**src/rtl/var_unit.sv**
```systemverilog
// var_unit: variance stage of the AILayerNorm datapath.
// Accumulates squares of the PTF-scaled sample stream, combines the sum with
// the mean from the Ex unit and returns Var = E[x^2] - E[x]^2 (clamped at 0)
// through a valid/ready handshake.
// Optional build macro: VAR_EPS_EN adds i_eps, which is added to the result
// with saturation.
//
// state   | meaning
// --------+----------------------------------------------------------------
// IDLE    | waiting for the first beat of a vector (the beat is accumulated)
// ACC     | accumulating squares until SAMPLES beats are in
// WAIT_EX | all beats in, waiting for the Ex unit's mean
// CALC    | register E[x^2] and E[x]^2
// SUB     | form the difference, clamp, raise o_var_valid
// HOLD    | result presented, waiting for i_var_ready
module var_unit #(
    parameter int SAMPLES = 8,
    parameter int XW      = 9
) (
    input  logic          i_clk,
    input  logic          i_rstn,
    input  logic          i_valid,
    input  logic [XW-1:0] i_x,
    input  logic [1:0]    i_alpha,
    input  logic [7:0]    i_inv_n,
    input  logic          i_Ex_done,
    input  logic [21:0]   i_Ex,
    input  logic          i_var_ready,
`ifdef VAR_EPS_EN
    input  logic [7:0]    i_eps,
`endif
    output logic          o_var_valid,
    output logic [25:0]   o_var,
    output logic          o_clamp,
    output logic          o_busy
);

    localparam int CW = $clog2(SAMPLES);

    typedef enum logic [2:0] {
        S_IDLE,
        S_ACC,
        S_WAIT_EX,
        S_CALC,
        S_SUB,
        S_HOLD
    } state_t;

    state_t                state_q, state_d;
    logic [CW-1:0]         cnt_q, cnt_d;
    logic [25:0]           acc_q, acc_d;
    logic signed [12:0]    ex_q, ex_d;
    logic                  ex_seen_q, ex_seen_d;
    logic [25:0]           ex2_q, ex2_d;
    logic [24:0]           exsq_q, exsq_d;
    logic [25:0]           var_q, var_d;
    logic                  clamp_q, clamp_d;
    logic                  valid_q, valid_d;

    logic signed [11:0]    x_ext;
    logic signed [11:0]    sx;
    logic signed [22:0]    sx_w;
    logic [22:0]           sq;
    logic signed [12:0]    ex_sat;
    logic signed [24:0]    ex_w;
    logic signed [26:0]    diff;
    logic [25:0]           pos;
    logic                  ex_capture;

    // PTF scaling and square; the low 23 bits of the widened product are the
    // exact square because |sx| <= 2048.
    assign x_ext = {{(12-XW){i_x[XW-1]}}, i_x};
    assign sx    = x_ext <<< i_alpha;
    assign sx_w  = 23'(sx);
    assign sq    = sx_w * sx_w;

    // Saturate the incoming mean to 13-bit signed so its square fits 25 bits
    always_comb begin
        ex_sat = i_Ex[12:0];
        if ($signed(i_Ex) > 22'sd4095) begin
            ex_sat = 13'sd4095;
        end else if ($signed(i_Ex) < -22'sd4096) begin
            ex_sat = -13'sd4096;
        end
    end

    assign ex_w = 25'(ex_q);
    assign diff = $signed({1'b0, ex2_q}) - $signed({2'b00, exsq_q});
    assign pos  = diff[26] ? 26'd0 : diff[25:0];

    // The mean is only frozen once the calculation has started
    assign ex_capture = i_Ex_done && (state_q != S_CALC) && (state_q != S_SUB)
                        && (state_q != S_HOLD);

`ifdef VAR_EPS_EN
    logic [26:0] eps_sum;
    assign eps_sum = {1'b0, pos} + {19'd0, i_eps};
`endif

    // State register and datapath registers
    always_ff @(posedge i_clk or negedge i_rstn) begin
        if (!i_rstn) begin
            state_q   <= S_IDLE;
            cnt_q     <= '0;
            acc_q     <= '0;
            ex_q      <= '0;
            ex_seen_q <= 1'b0;
            ex2_q     <= '0;
            exsq_q    <= '0;
            var_q     <= '0;
            clamp_q   <= 1'b0;
            valid_q   <= 1'b0;
        end else begin
            state_q   <= state_d;
            cnt_q     <= cnt_d;
            acc_q     <= acc_d;
            ex_q      <= ex_d;
            ex_seen_q <= ex_seen_d;
            ex2_q     <= ex2_d;
            exsq_q    <= exsq_d;
            var_q     <= var_d;
            clamp_q   <= clamp_d;
            valid_q   <= valid_d;
        end
    end

    // Next-state and datapath update
    always_comb begin
        state_d   = state_q;
        cnt_d     = cnt_q;
        acc_d     = acc_q;
        ex_d      = ex_q;
        ex_seen_d = ex_seen_q;
        ex2_d     = ex2_q;
        exsq_d    = exsq_q;
        var_d     = var_q;
        clamp_d   = clamp_q;
        valid_d   = valid_q;

        if (ex_capture) begin
            ex_d      = ex_sat;
            ex_seen_d = 1'b1;
        end

        case (state_q)
            S_IDLE: begin
                if (i_valid) begin
                    acc_d   = {3'b000, sq};
                    cnt_d   = CW'(1);
                    state_d = S_ACC;
                end
            end
            S_ACC: begin
                if (i_valid) begin
                    acc_d = acc_q + {3'b000, sq};
                    cnt_d = cnt_q + CW'(1);
                    if (cnt_q == CW'(SAMPLES - 1)) begin
                        state_d = S_WAIT_EX;
                    end
                end
            end
            S_WAIT_EX: begin
                // A pulse arriving this cycle is latched on the same edge,
                // so CALC can already use it.
                if (ex_seen_q || i_Ex_done) begin
                    state_d = S_CALC;
                end
            end
            S_CALC: begin
                ex2_d   = 26'(({8'd0, acc_q} * {26'd0, i_inv_n}) >> 8);
                exsq_d  = ex_w * ex_w;
                state_d = S_SUB;
            end
            S_SUB: begin
                clamp_d   = diff[26];
`ifdef VAR_EPS_EN
                var_d     = eps_sum[26] ? '1 : eps_sum[25:0];
`else
                var_d     = pos;
`endif
                valid_d   = 1'b1;
                ex_seen_d = 1'b0;
                state_d   = S_HOLD;
            end
            S_HOLD: begin
                if (i_var_ready) begin
                    valid_d = 1'b0;
                    state_d = S_IDLE;
                end
            end
            default: begin
                state_d = S_IDLE;
            end
        endcase
    end

    assign o_var_valid = valid_q;
    assign o_var       = var_q;
    assign o_clamp     = clamp_q;
    assign o_busy      = (state_q != S_IDLE) && (state_q != S_ACC);

endmodule

```
**config.mk**
```make
export PLATFORM = sky130hd
export DESIGN_NAME = var_unit
export DESIGN_NICKNAME = d
export VERILOG_FILES = /design/src/rtl/var_unit.sv
export SDC_FILE = /design/constraint.sdc
export NUM_CORES = 1
export LEC_CHECK = 0
export BUFFER_PORTS_ARGS = -buffer_cell sky130_fd_sc_hd__buf_2
export CORE_ASPECT_RATIO = 1.2
export CORE_MARGIN = 2
export CORE_UTILIZATION = 60
export DETAILED_ROUTE_END_ITERATION = 6
export PLACE_DENSITY = 0.77
export SKIP_CTS_REPAIR_TIMING = 1
export SLEW_MARGIN = 20
export SYNTH_ARGS = -nofsm -noshare
export SYNTH_HDL_FRONTEND = slang
export SYNTH_SLANG_ARGS = --single-unit
```
**constraint.sdc**
```tcl
create_clock -name i_clk -period 6.2 [get_ports i_clk]
set_input_delay 1.24 -clock i_clk [delete_from_list [all_inputs] [get_ports i_clk]]
set_output_delay 1.24 -clock i_clk [all_outputs]
set_load 0.03 [all_outputs]
```
Word-level counts from Yosys, hierarchy flattened
Cells that the tools add are included.
{"block": "word_totals", "output_inout_bits": 29, "in_bits": 46, "ff_bits": 125}
{"block": "op_classes", "multipliers": 3, "shifts": 1, "n_lt_le_gt_ge": 2, "reduce_logical": 13, "muxes": 18, "addsub": 3, "n_eq_ne": 15}
{"cell": "$mux 26", "count": 3}
{"cell": "$pmux 26 s2", "count": 1}
{"cell": "$mul 26x8->34", "count": 1}
{"cell": "$sub 26x25->27", "count": 1}
{"cell": "$add 26x23->26", "count": 1}
{"cell": "$mux 13", "count": 2}
{"cell": "$mul 13x13->25", "count": 1}
{"cell": "$mul 12x12->23", "count": 1}
{"cell": "$gt 22x13->1 const B", "count": 1}
{"cell": "$lt 22x13->1 const B", "count": 1}
{"cell": "$mux 3", "count": 6}
{"cell": "$pmux 3 s6", "count": 1}
{"cell": "$sshl 9x2->12", "count": 1}
{"cell": "$ne 2x2->1 const B", "count": 5}
{"cell": "$eq 3x3->1 const B", "count": 3}
{"cell": "$eq 3x2->1 const B", "count": 2}
{"cell": "$ne 3x3->1 const B", "count": 2}
{"cell": "$pmux 3 s2", "count": 1}
{"cell": "$reduce_bool 2->1", "count": 3}
{"cell": "$reduce_and 5->1", "count": 1}
{"cell": "$logic_and 1x1->1", "count": 4}
{"cell": "$add 3x1->3 const B", "count": 1}
{"cell": "$eq 3x1->1 const B", "count": 1}
{"cell": "$logic_not 3->1", "count": 1}
{"cell": "8 further kinds", "count": 10}

Depth between registers and ports, before layout
Gate-level depths: netlist of the first run.
{"block": "logic_depth", "ltp_word": 6, "depth_mapped": 35, "ltp_nobuf": 33}

Least setup slack after synthesis of the first run
Ideal clock, no wire load.
{"block": "synth_timing", "path_kind": "input port to flip-flop", "from": "input i_alpha[0]", "to": "register acc_q[24]", "stages": 32, "arrival_ns": 8.480, "n_path_buf": 2, "slack_ns": -2.412, "path_cell_list": "clkbuf_1 -> buf_2 -> mux2_2 -> o21ai_0 -> inv_1 -> nand2_1 -> inv_1 -> fa_1 -> fa_1 -> inv_1 -> fa_1 -> inv_1 -> fa_1 -> inv_1 -> fa_1 -> inv_1 -> ha_1 -> o21a_1 -> o2111ai_1 -> nor2_1 -> a221oi_1 -> o22ai_1 -> or2_2 -> xor2_1 -> ha_1 -> o21ai_0 -> nand2b_1 -> nor3_1 -> a211oi_1 -> o41ai_1 -> mux2i_1 -> o21ai_1"}
{"block": "synth_via", "elab_chain_cells": 5}
{"item": "from (decl)", "line": "24", "rtl": "input logic [1:0] i_alpha,"}
{"item": "$sshl 9x2->12", "line": "73", "rtl": "assign sx = x_ext <<< i_alpha;"}
{"item": "$mul 12x12->23", "line": "75", "rtl": "assign sq = sx_w * sx_w;"}
{"item": "$add 26x23->26", "line": "155", "rtl": "acc_d = acc_q + {3'b000, sq};"}
{"item": "$mux 26", "line": "154", "rtl": "if (i_valid) begin"}
{"item": "$pmux 26 s2", "line": "145", "rtl": "case (state_q)"}
{"item": "to (signal assigned)", "line": "105", "rtl": "acc_q <= '0;"}
{"item": "to (signal assigned)", "line": "116", "rtl": "acc_q <= acc_d;"}
{"item": "to (decl)", "line": "51", "rtl": "logic [25:0] acc_q, acc_d;"}
Every way passes these cells. The select of a mux whose other input is x is not followed.
A chain may end at the register's enable or synchronous reset.

Worst setup path after layout of the first run
{"block": "layout_timing", "from": "input i_alpha[0]", "to": "register acc_q[20]"}
{"block": "layout_via", "elab_chain_cells": 5}
{"item": "$sshl 9x2->12 (*)", "line": "73"}
{"item": "$mul 12x12->23 (*)", "line": "75"}
{"item": "$add 26x23->26", "line": "155"}
{"item": "$mux 26", "line": "154"}
{"item": "$pmux 26 s2 (*)", "line": "145"}
Mark *: on every way between the ends. The rest lies on a longest branch, timed or not. The select of a mux whose other input is x is not followed.

==> results of run 1 <==
==> critical path, delay by kind of cell <==
kind,cells,cell delay (ps)
AO/OA/AOI/OAI,8,1250
XOR/XNOR,1,170
adder cells (fa/ha/maj),7,3090
buffers and inverters,9,1000
multiplexers,1,310
AND/OR/NAND/NOR,5,830
==> metal layers <==
| metal | GRT usage [%] | routed length [um] |
|---|---|---|
| met5 | 0 | 0 |
| met4 | 11.03 | 1897 |
| met3 | 3.506 | 2009 |
| met2 | 53.18 | 30120 |
| met1 | 31.63 | 20730 |
==> sequential cells by signal, indices dropped and copies added (netlist names) <==
name         count
exsq_q          24
ex_q            13
cnt_q            3
o_var           26
acc_q           26
o_clamp          1
state_q          3
ex2_q           26
ex_seen_q        1
o_var_valid      1
==> per-stage QoR <==
step           area [um2]  std cells  hold WS [ps]
6_report            27220       3386         467.9
5_1_grt             27220       3386         488.9
4_1_cts             26630       3371         473.8
3_5_place_dp        26050       3339         460.6
3_3_place_gp        26050       3339         454.5
2_1_floorplan       23820       2620         447.9
==> layout make-up <==
class | count | area, um2
multi-input combinational | 1890 | 18800
fill | 2980 | 11530
sequential | 124 | 3113
timing repair buffer | 303 | 2152
inverter | 511 | 1924
tap | 526 | 658.1
clock buffer | 18 | 439.2
clock inverter | 14 | 132.6
==> cell families after synthesis <==
| group | share of synthesized area (%) |
|---|---|
| xor+xnor | 4.172 |
| simple gates | 14.41 |
| other cells | 0.01595 |
| compound gates | 11.12 |
| flops | 13.20 |
| mux | 1.352 |
| fa+ha+maj | 45.98 |
| buf+inv | 9.749 |
==> synth_stat cells, types with 16 or more instances <==
cell type	number	area (um2)
o21ai_0	101	505.5
nand3_1	16	80.08
a21o_1	36	270.3
dfrtp_1	124	3103
o21a_1	18	135.1
fa_1	400	8008
nand2_1	350	1314
o31ai_1	16	120.1
and2_1	146	913.4
clkbuf_1	85	319.1
nor3_1	24	120.1
nand2b_1	22	137.6
inv_1	508	1907
nor2_1	118	442.9
xor2_1	37	324.1
mux2i_1	16	160.2
xnor2_1	75	656.9
a21oi_1	86	430.4
ha_1	224	2803
==> path summary, 6_finish.rpt <==
path / start / endpoint / slack, ps / cells past startpoint
worst max-delay path: i_alpha[0] / acc_q[20] / -1320 / 31
worst min-delay path: o_var[8] / o_var[8] / 470 / 2
worst max register to register: ex_q[2] / exsq_q[24] / 180 / 18
worst min register to register: o_var[8] / o_var[8] / 470 / 2
max in group asynchronous: i_rstn / ex_q[8] / 3980 / 2
min in group asynchronous: i_rstn / exsq_q[2] / 920 / 1
==> results list, run 1 <==
- The number of clock buffers added by TritonCTS is 17.
- Dividing the detail-routed wire length by the instance count gives 16.17 um.
- Across every metal layer, demand over resource in global routing totals 28.08%.
- By startpoint and endpoint, the worst setup path is classified as primary input to flop.
- The floorplan step defined a die boundary enclosing 40,790 um2.
- Share of flip-flops with an asynchronous set or reset after synthesis: 100.0%
- CTS built an H-tree with a depth of 4.
- Fin. max-slew vios: 0
- Diode count: 0
- The total area inside the core boundary comes to 38,750 um2.
- Maximum number of pins on one net before global-route repair: 98
- In this run the remaining antenna-violating nets after routing total 0.
* Count of endpoints failing setup in the final report: 16
- Clock latency on the worst-skew pair, taken at its later pin, is 460 ps.
- Hold Violations, Final: 0
* Global-route wire length before repair: 92,370 um
- Sum of negative setup slack: -14,910 ps
* Via-to-Cell Ratio: 5.469
- Number of sinks driven by the clock tree: roughly 120
- The number of antenna violations at the first check in global routing was 0.
* Worst Path Arrival: 7890 ps
- Number of enable flip-flop cells after synthesis: 0
- Of all nets on the critical path, the largest fanout is 7.
- Clock skew: 16.44 ps
* Commonest cells after routing, fill and taps aside: inv_1 (497), fa_1 (395), nand2_1 (341)
* Cell type of the slowest stage on the worst timing path: fa_1
- A synthesized cell averages ~9 um2.
- Share of the yosys chip area belonging to registers: 13.20%
- The total overflow left after global routing is 0.
- The floorplan step set the die width to 184.7 um.
* Clock tree root driver cell: clkbuf_16
* Longest individual stage delay on the worst path: approximately 550 ps
- Kind of end point of the critical path: flop
- 1st-iter DRT viols: 1,059
* Leading cell type in the layout, fill and taps excluded: inv_1
* Required time at the endpoint of the critical path: 6570 ps
- Relative to the synthesized area, the layout overhead comes to 15.77%.
* Final Critical Period: 7523 ps
- The routed design has 54,760 um of wire.
- After the last flow step, the layout net total stands at ~3,500.
- STA classifies the critical path startpoint as a primary input.
- Clock-pin slew reported for the worst setup and hold paths after clock tree synthesis: roughly 70 ps
* Worst setup slack after layout: -1323 ps
- Share of cells above drive strength 1: 17.69%
- The final route contains 18,518 vias.
* Synthesized netlist cell count: 2,620
- The most used flip-flop cell after synthesis is dfrtp_1.
- After detailed routing, the number of remaining DRC violations is 0.
- Timing-limited maximum frequency: between 0.1 and 0.15 GHz
- During placement, the flow inserted port buffers numbering 74.
* Max Root-Sink Buffers: 2
- Number of nets in the synthesized netlist: between 3,000 and 4,000
- Die height: between 200 and 250 um
- In this run the tightest slew margin relative to its limit is between 30% and 40%.
- Summing every instance area after synthesis gives about 24,000 um2.
- The run finished, with violations left.
* I/O pin count: 75
- Drt first pass iters: 5
- For this run, the number of Yosys warnings is 0.
- The number of different library cells used by synthesis comes to 76.
- CTS tree: done
- Once the floorplan was initialized, standard cells occupied about three fifths of the core.
- Routability-driven placement finished with a final weighted congestion of 0.9221.
* Standard-cell row count: 79
* Flip-flop and latch count after synthesis: 124
- RSZ-0062 raised after global routing: true
* Hold WC Path Type: flop to flop
* Via count of the first global-routing pass: 19,825
- Most prevalent standard cell on the critical path: fa_1
* Count of maximum capacitance violations: 0
- Once detailed placement completed, the half-perimeter wirelength came to 44,870 um.
* Final design utilization: between 70% and 80%
- Slew at the pin closest to its max-slew limit: 943.4 ps
* Placement Setup Slack: -2051 ps
* Share of the clock period used by the worst path after layout: 121.3%
* Violated checks: negative setup slack
Power of run 1 is not shown: default switching activity piles up to over one toggle a cycle in this logic, so the estimate is an artifact.
==> run 2: changes to the inputs <==
==> constraint.sdc (replaced) <==
create_clock -name i_clk -period 6.2 [get_ports i_clk]
set_input_delay 0.31 -clock i_clk [delete_from_list [all_inputs] [get_ports i_clk]]
set_output_delay 0.31 -clock i_clk [all_outputs]
set_load 0.03 [all_outputs]
==> run 2 against run 1 <==
- the run ends with negative hold slack, negative setup slack left
- clock skew is 2.7 ps lower
- design area fell by 1.6%
- worst setup slack better by 1000 ps
- clock-buffer cell count shrank 1
- register-to-register slack gained 70 ps
- via count shrank 1.3%
- wire length shrank 1.7%
- cell count fell by 0.89%
==> results list, run 2 (synthesized netlist as in run 1, its figures left out) <==
- Flop2flop setup slack: around 250 ps
- Family with the most delay on the worst path: adder cells
- Commonest cells after routing, fill and taps aside: inv_1 (500), fa_1 (398), nand2_1 (343)
- The number of clock buffers added by TritonCTS is 17.
- Sum of negative setup slack: -1533 ps
- In this run the vertical extent of the chip is 220.8 um.
- 75 I/O pins were placed.
- 1st-iter DRT viols: 906
- Count of maximum capacitance violations: 0
- The library cell used most frequently in the layout, excluding fill and tap cells, is inv_1.
* Half-perimeter wire length after placement: 44,540 um
- Launch instance of the worst register-to-register path: ex_q[1]
* Cell type of the slowest stage on the worst timing path: fa_1
- Global-route layer with the greatest usage: met2
- Non-filler instance count after layout: 3,356
- Of all nets on the critical path, the largest fanout is 10.
* Hold WC Path Type: primary input to asynchronous set/reset pin
* Total area of multi-input combinational cells: between 15,000 and 20,000 um2
- Clock latency on the worst-skew pair, taken at its later pin, is 450 ps.
* Violated checks: negative hold slack, negative setup slack
- Data on the critical path arrives at its endpoint at 6840 ps.
- Initial standard-cell utilization of the core: 60.68%
* Area added between synthesis and finish: 13.87%
- Final routed DRC violation total: 0
- Met2 global-route usage: 52.84%
- Share of cells above drive strength 1: 15.87%
* Slew at the pin closest to its max-slew limit: 886.0 ps
- The clock arrives with 13.77 ps of skew.
* Required time at the endpoint of the critical path: roughly 6600 ps
- Met3 Use GR: 2.831%
* Max Root-Sink Buffers: 2
- Via-to-Cell Ratio: 5.448
* Wirelength, routed: 53,830 um
- Setup repair after global routing could not meet its margin everywhere.
- Status: finished, violations left
* Antenna violations before repair: 0
- The via count of the first global-routing pass came to 20,027.
- Global-route usage over all layers: 27.93%
- Total area of sequential cells: roughly 3100 um2
- The detail route stage leaves a number of antenna-violating nets equal to 0.
- Longest individual stage delay on the worst path: 540 ps
- In this run the tool buffered the top-level ports with 74 buffer cells.
- Final design utilization: 69.10%
- Critical path buffer and inverter count: 7
- The critical path is of the primary input to flop type.
* CP Launch Type: primary input
* Post-Place Cells: 3,313
- Hold Violations, Final: 35
- The routed design could run at a clock period as short as 6494 ps.
* Placement Setup Slack: -1137 ps
* Die area: 40,790 um2
- The worst setup path is captured at a flop.
* Area of the placeable core: 38,750 um2
- Before antenna repair, the detailed router went through 7 iterations.
- Standard-cell row count: 79
- Post-DR wirelength/cell: 16.04 um
- Global-route wire length before repair: between 90,000 and 100,000 um
* CTS tree: done
* Global placer's final weighted congestion: 0.9476
- Die extent in x: 184.7 um
* Hold slack final: -38.25 ps
- For the worst flop-to-flop path, the logic depth is 19.
- Count of endpoints failing setup in the final report: 7
- Nets: about 3,500
- The root buffer cell chosen for the clock tree is clkbuf_16.
- Share of the clock period used by the worst path after layout: 104.7%
- Clock-pin slew was measured on the worst setup and hold paths at 60 ps.
- Filler cells: approximately 3,000
- The number of max-slew violations in the final report came to 0.
- Maximum level of the CTS H-tree: 4
* Overall overflow remaining after global route: 0
- For this run, global-route usage on met1 was measured as 32.18%.
- Worst setup slack after layout: -293.6 ps
- Reg-to-reg endpoint: exsq_q[24]
- 0 antenna diodes ended up in the layout.
- The worst pin sits at a relative slew slack of 40.66%.
- Entering global routing, the biggest net connects 98 pins.
- Number of sinks driven by the clock tree: approximately 120
- The final route contains around 18,000 vias.
- Based on the critical path, the design can be clocked at up to 0.1540 GHz.
-- run 2: worst register-to-register path: cells and delay by family (launching register included) --
| family | cells | cell delay (ps) |
|---|---|---|
| AOI/OAI and AO/OA | 5 | 940 |
| xor gates and xnor gates | 1 | 190 |
| adders and majority gates | 7 | 3070 |
| buffers and inverters | 3 | 320 |
| DFF | 1 | 490 |
| and+or+nand+nor | 3 | 810 |
-- run 2: how the worst max path moves through the flow --
stage / from / to / cells after the start / slack, ps
floorplan: i_alpha[0] / acc_q[24] / 34 / -780
global route: i_alpha[1] / acc_q[24] / 30 / -670
CTS: i_alpha[0] / acc_q[24] / 29 / -680
detailed placement: i_alpha[0] / acc_q[24] / 29 / -1140
finish: i_alpha[1] / acc_q[22] / 30 / -290
global placement: i_alpha[0] / acc_q[24] / 29 / -960
-- run 2: routing by layer --
| layer | up-vias | wire (um) |
|---|---|---|
| met4 | 0 | 1779 |
| met5 | - | 0 |
| li1 | 8601 | - |
| met3 | 115 | 1639 |
| met1 | 9190 | 20780 |
| met2 | 378 | 29630 |
-- run 2: through the flow --
stage | hold WS [ps] | cell area [um2]
2_1_floorplan | 14.41 | 23820
3_3_place_gp | 449.6 | 25860
3_5_place_dp | 456.6 | 25860
4_1_cts | -16.37 | 26420
5_1_grt | 28.97 | 26770
6_report | -38.25 | 26770
-- run 2: cell type report --
class	count	share of cell area, %
inverter	511	7.183
sequential	124	11.63
tap	526	2.458
clock buffer	17	1.589
multi-input combinational	1890	69.51
timing repair buffer	274	7.127
clock inverter	14	0.5094
Power of run 2 is left out for the same reason.
==> run 3: changes to the inputs <==
--- a/config.mk
+++ b/config.mk
@@ -8,9 +8,10 @@
 export BUFFER_PORTS_ARGS = -buffer_cell sky130_fd_sc_hd__buf_2
 export CORE_ASPECT_RATIO = 1.2
 export CORE_MARGIN = 2
-export CORE_UTILIZATION = 60
+export CORE_UTILIZATION = 59
 export DETAILED_ROUTE_END_ITERATION = 6
-export PLACE_DENSITY = 0.77
+export MAX_ROUTING_LAYER = met4
+export PLACE_DENSITY = 0.79
 export SKIP_CTS_REPAIR_TIMING = 1
 export SLEW_MARGIN = 20
 export SYNTH_ARGS = -nofsm -noshare
==> constraint.sdc (replaced) <==
create_clock -name i_clk -period 5.9 [get_ports i_clk]
set_input_delay 0.295 -clock i_clk [delete_from_list [all_inputs] [get_ports i_clk]]
set_output_delay 0.295 -clock i_clk [all_outputs]
set_load 0.03 [all_outputs]
==> run 3 against run 2 <==
- the flow finishes with violations (negative setup slack)
- cell count up 1.2%
- critical path depth down 1
- non-clock buffer count increased by 30
- first-iteration DRC count increased by 2.6%
==> results list, run 3 (synthesized netlist as in run 1, its figures left out) <==
- Family with the most delay on the worst path: adder cells
- CTS tree: done
* Required time at the endpoint of the critical path: 6230 ps
* Post-DR wirelength/cell: 16.01 um
- The core region is 39,540 um2.
- The first global-routing pass estimated 92,400 um of wire.
- After detailed placement, the total cell area comes to 26,000 um2.
- Critical path start-end classification: primary input to flop
- Counting the buffers created by CTS gives 17.
* Global-route usage over all layers: 28.64%
- Post-Place Cells: 3,339
- Start point of the worst hold path: i_Ex[4]
* Final Critical Period: around 6600 ps
* Commonest cells after routing, fill and taps aside: inv_1 (500), fa_1 (397), nand2_1 (343)
- Of all nets on the critical path, the largest fanout is 4.
- STA classifies the critical path endpoint as a flop.
* Count of endpoints failing setup in the final report: 13
- Die height: 222.7 um
- The most numerous cell type found on the critical path is fa_1.
- Timing-limited maximum frequency: 0.1511 GHz
* Slew at the pin closest to its max-slew limit: 1025 ps
- Worst Path Arrival: 6950 ps
* Clock skew: 14.75 ps
- 1st-iter DRT viols: 930
- The routed design has ~54,000 um of wire.
- After detailed routing, the number of remaining DRC violations is 0.
- The finished cells cover 27,240 um2.
* Leading cell type in the layout, fill and taps excluded: inv_1
* Count of maximum capacitance violations: 0
* Drt first pass iters: 7
- Hold slack final: 124.4 ps
* Area added between synthesis and finish: 15.84%
- RSZ-0062 raised after global routing: true
- For hold timing, the worst endpoint is ex_q[4].
* Cell type of the slowest stage on the worst timing path: fa_1
* Flop2flop setup slack: 160 ps
- Die extent in x: 186.2 um
* Standard-cell row count: 80
- I/O Buffers: 74
- The critical path contains buffers and inverters numbering 7 combined.
* Maximum level of the CTS H-tree: 4
- Entering global routing, the biggest net connects 98 pins.
- In this run the critical register-to-register path is launched from ex_q[5].
- Summed over all nets, the half-perimeter wirelength after detailed placement is 44,580 um.
- Clock tree root driver cell: clkbuf_16
- I/O pin count: 75
- The number of antenna violations at the first check in global routing was 1.
* Initial standard-cell utilization of the core: 59.47%
* Worst setup slack after layout: -719.7 ps
* Share of the clock period used by the worst path after layout: 112.2%
* CP Launch Type: primary input
* Max Root-Sink Buffers: 2
* Via count of the first global-routing pass: approximately 20,000
* Die area: between 40,000 and 50,000 um2
- Non-filler instance count after layout: 3,395
* Nets: 3,518
- Via count: between 15,000 and 20,000
- Remaining antenna violation count: 0
- Final design utilization: 68.89%
- After filler insertion, the fill cell instance count of the layout stands at just under 3,000.
- The final reports fail on negative setup slack.
- Tightest slew margin relative to the limit: 31.68%
* Clock-pin slew reported for the worst setup and hold paths after clock tree synthesis: 60 ps
* Status: finished, violations left
- Hold Violations, Final: 0
- Number of sinks driven by the clock tree: 124
- Reg-to-reg endpoint: exsq_q[24]
* Overall overflow remaining after global route: 0
* Share of cells above drive strength 1: 17.58%
- The number of max-slew violations in the final report was 0.
- Via-to-Cell Ratio: 5.428
- Longest individual stage delay on the worst path: 550 ps
* Hold Path Cell Cnt: 3
- The later pin in the worst-skew pair is clocked with a latency of 450 ps.
- In this run the worst hold path is classified as primary input to flop.
- Measured in cells, the most critical reg-to-reg path has a length of 21.
- The congestion estimate from routability-driven global placement came to 0.9527.
[run 3: cell types whose count changed in the layout (fill, tap and decap cells not counted), sizes merged]
cell	previous run	this run
buf	273	302
clkbuf	18	22
inv	515	511
bufinv	1	2
diode	0	1
dlygate4sd3	0	1
[run 3: area by class of cell]
cell class                      count  area (um2)  area share, %
Clock buffer                       21       460.4          1.691
Antenna cell                        1       2.502       0.009188
Inverter                          511        1923          7.061
Clock inverter                     11       132.6         0.4870
Timing Repair Buffer              304        2161          7.934
Multi-Input combinational cell   1890       18780          68.94
Tap cell                          533       666.9          2.449
Sequential cell                   124        3113          11.43
[run 3: through the flow]
step	setup WS [ps]	setup TNS, ps
2_1_floorplan	-1063	-6653
3_3_place_gp	-1212	-12420
3_5_place_dp	-1461	-15170
4_1_cts	-990.5	-8198
5_1_grt	-1050	-9905
6_report	-719.7	-5195
[run 3: how the worst max path moves through the flow]
stage / startpoint / to / cells past startpoint
finish: i_alpha[0] / acc_q[25] / 29
global route: i_alpha[0] / acc_q[24] / 30
CTS: i_alpha[0] / acc_q[24] / 29
detailed placement: i_alpha[0] / acc_q[24] / 29
global placement: i_alpha[0] / acc_q[24] / 33
floorplan: i_alpha[0] / acc_q[24] / 34
[run 3: worst min-delay path, stage by stage]
cell,delay (ps)
buf_2,70
nor2_1,30
o21ai_0,120
[run 3: metal layers]
metal / share of wire, % / vias to the layer above / GRT usage [%]
li1: - / 8676 / -
met5: 0 / - / -
met1: 39 / 9177 / 32.25
met4: 3.3 / 0 / 10.54
met2: 54 / 446 / 51.97
met3: 3.7 / 129 / 3.049
Power of run 3 is left out for the same reason.
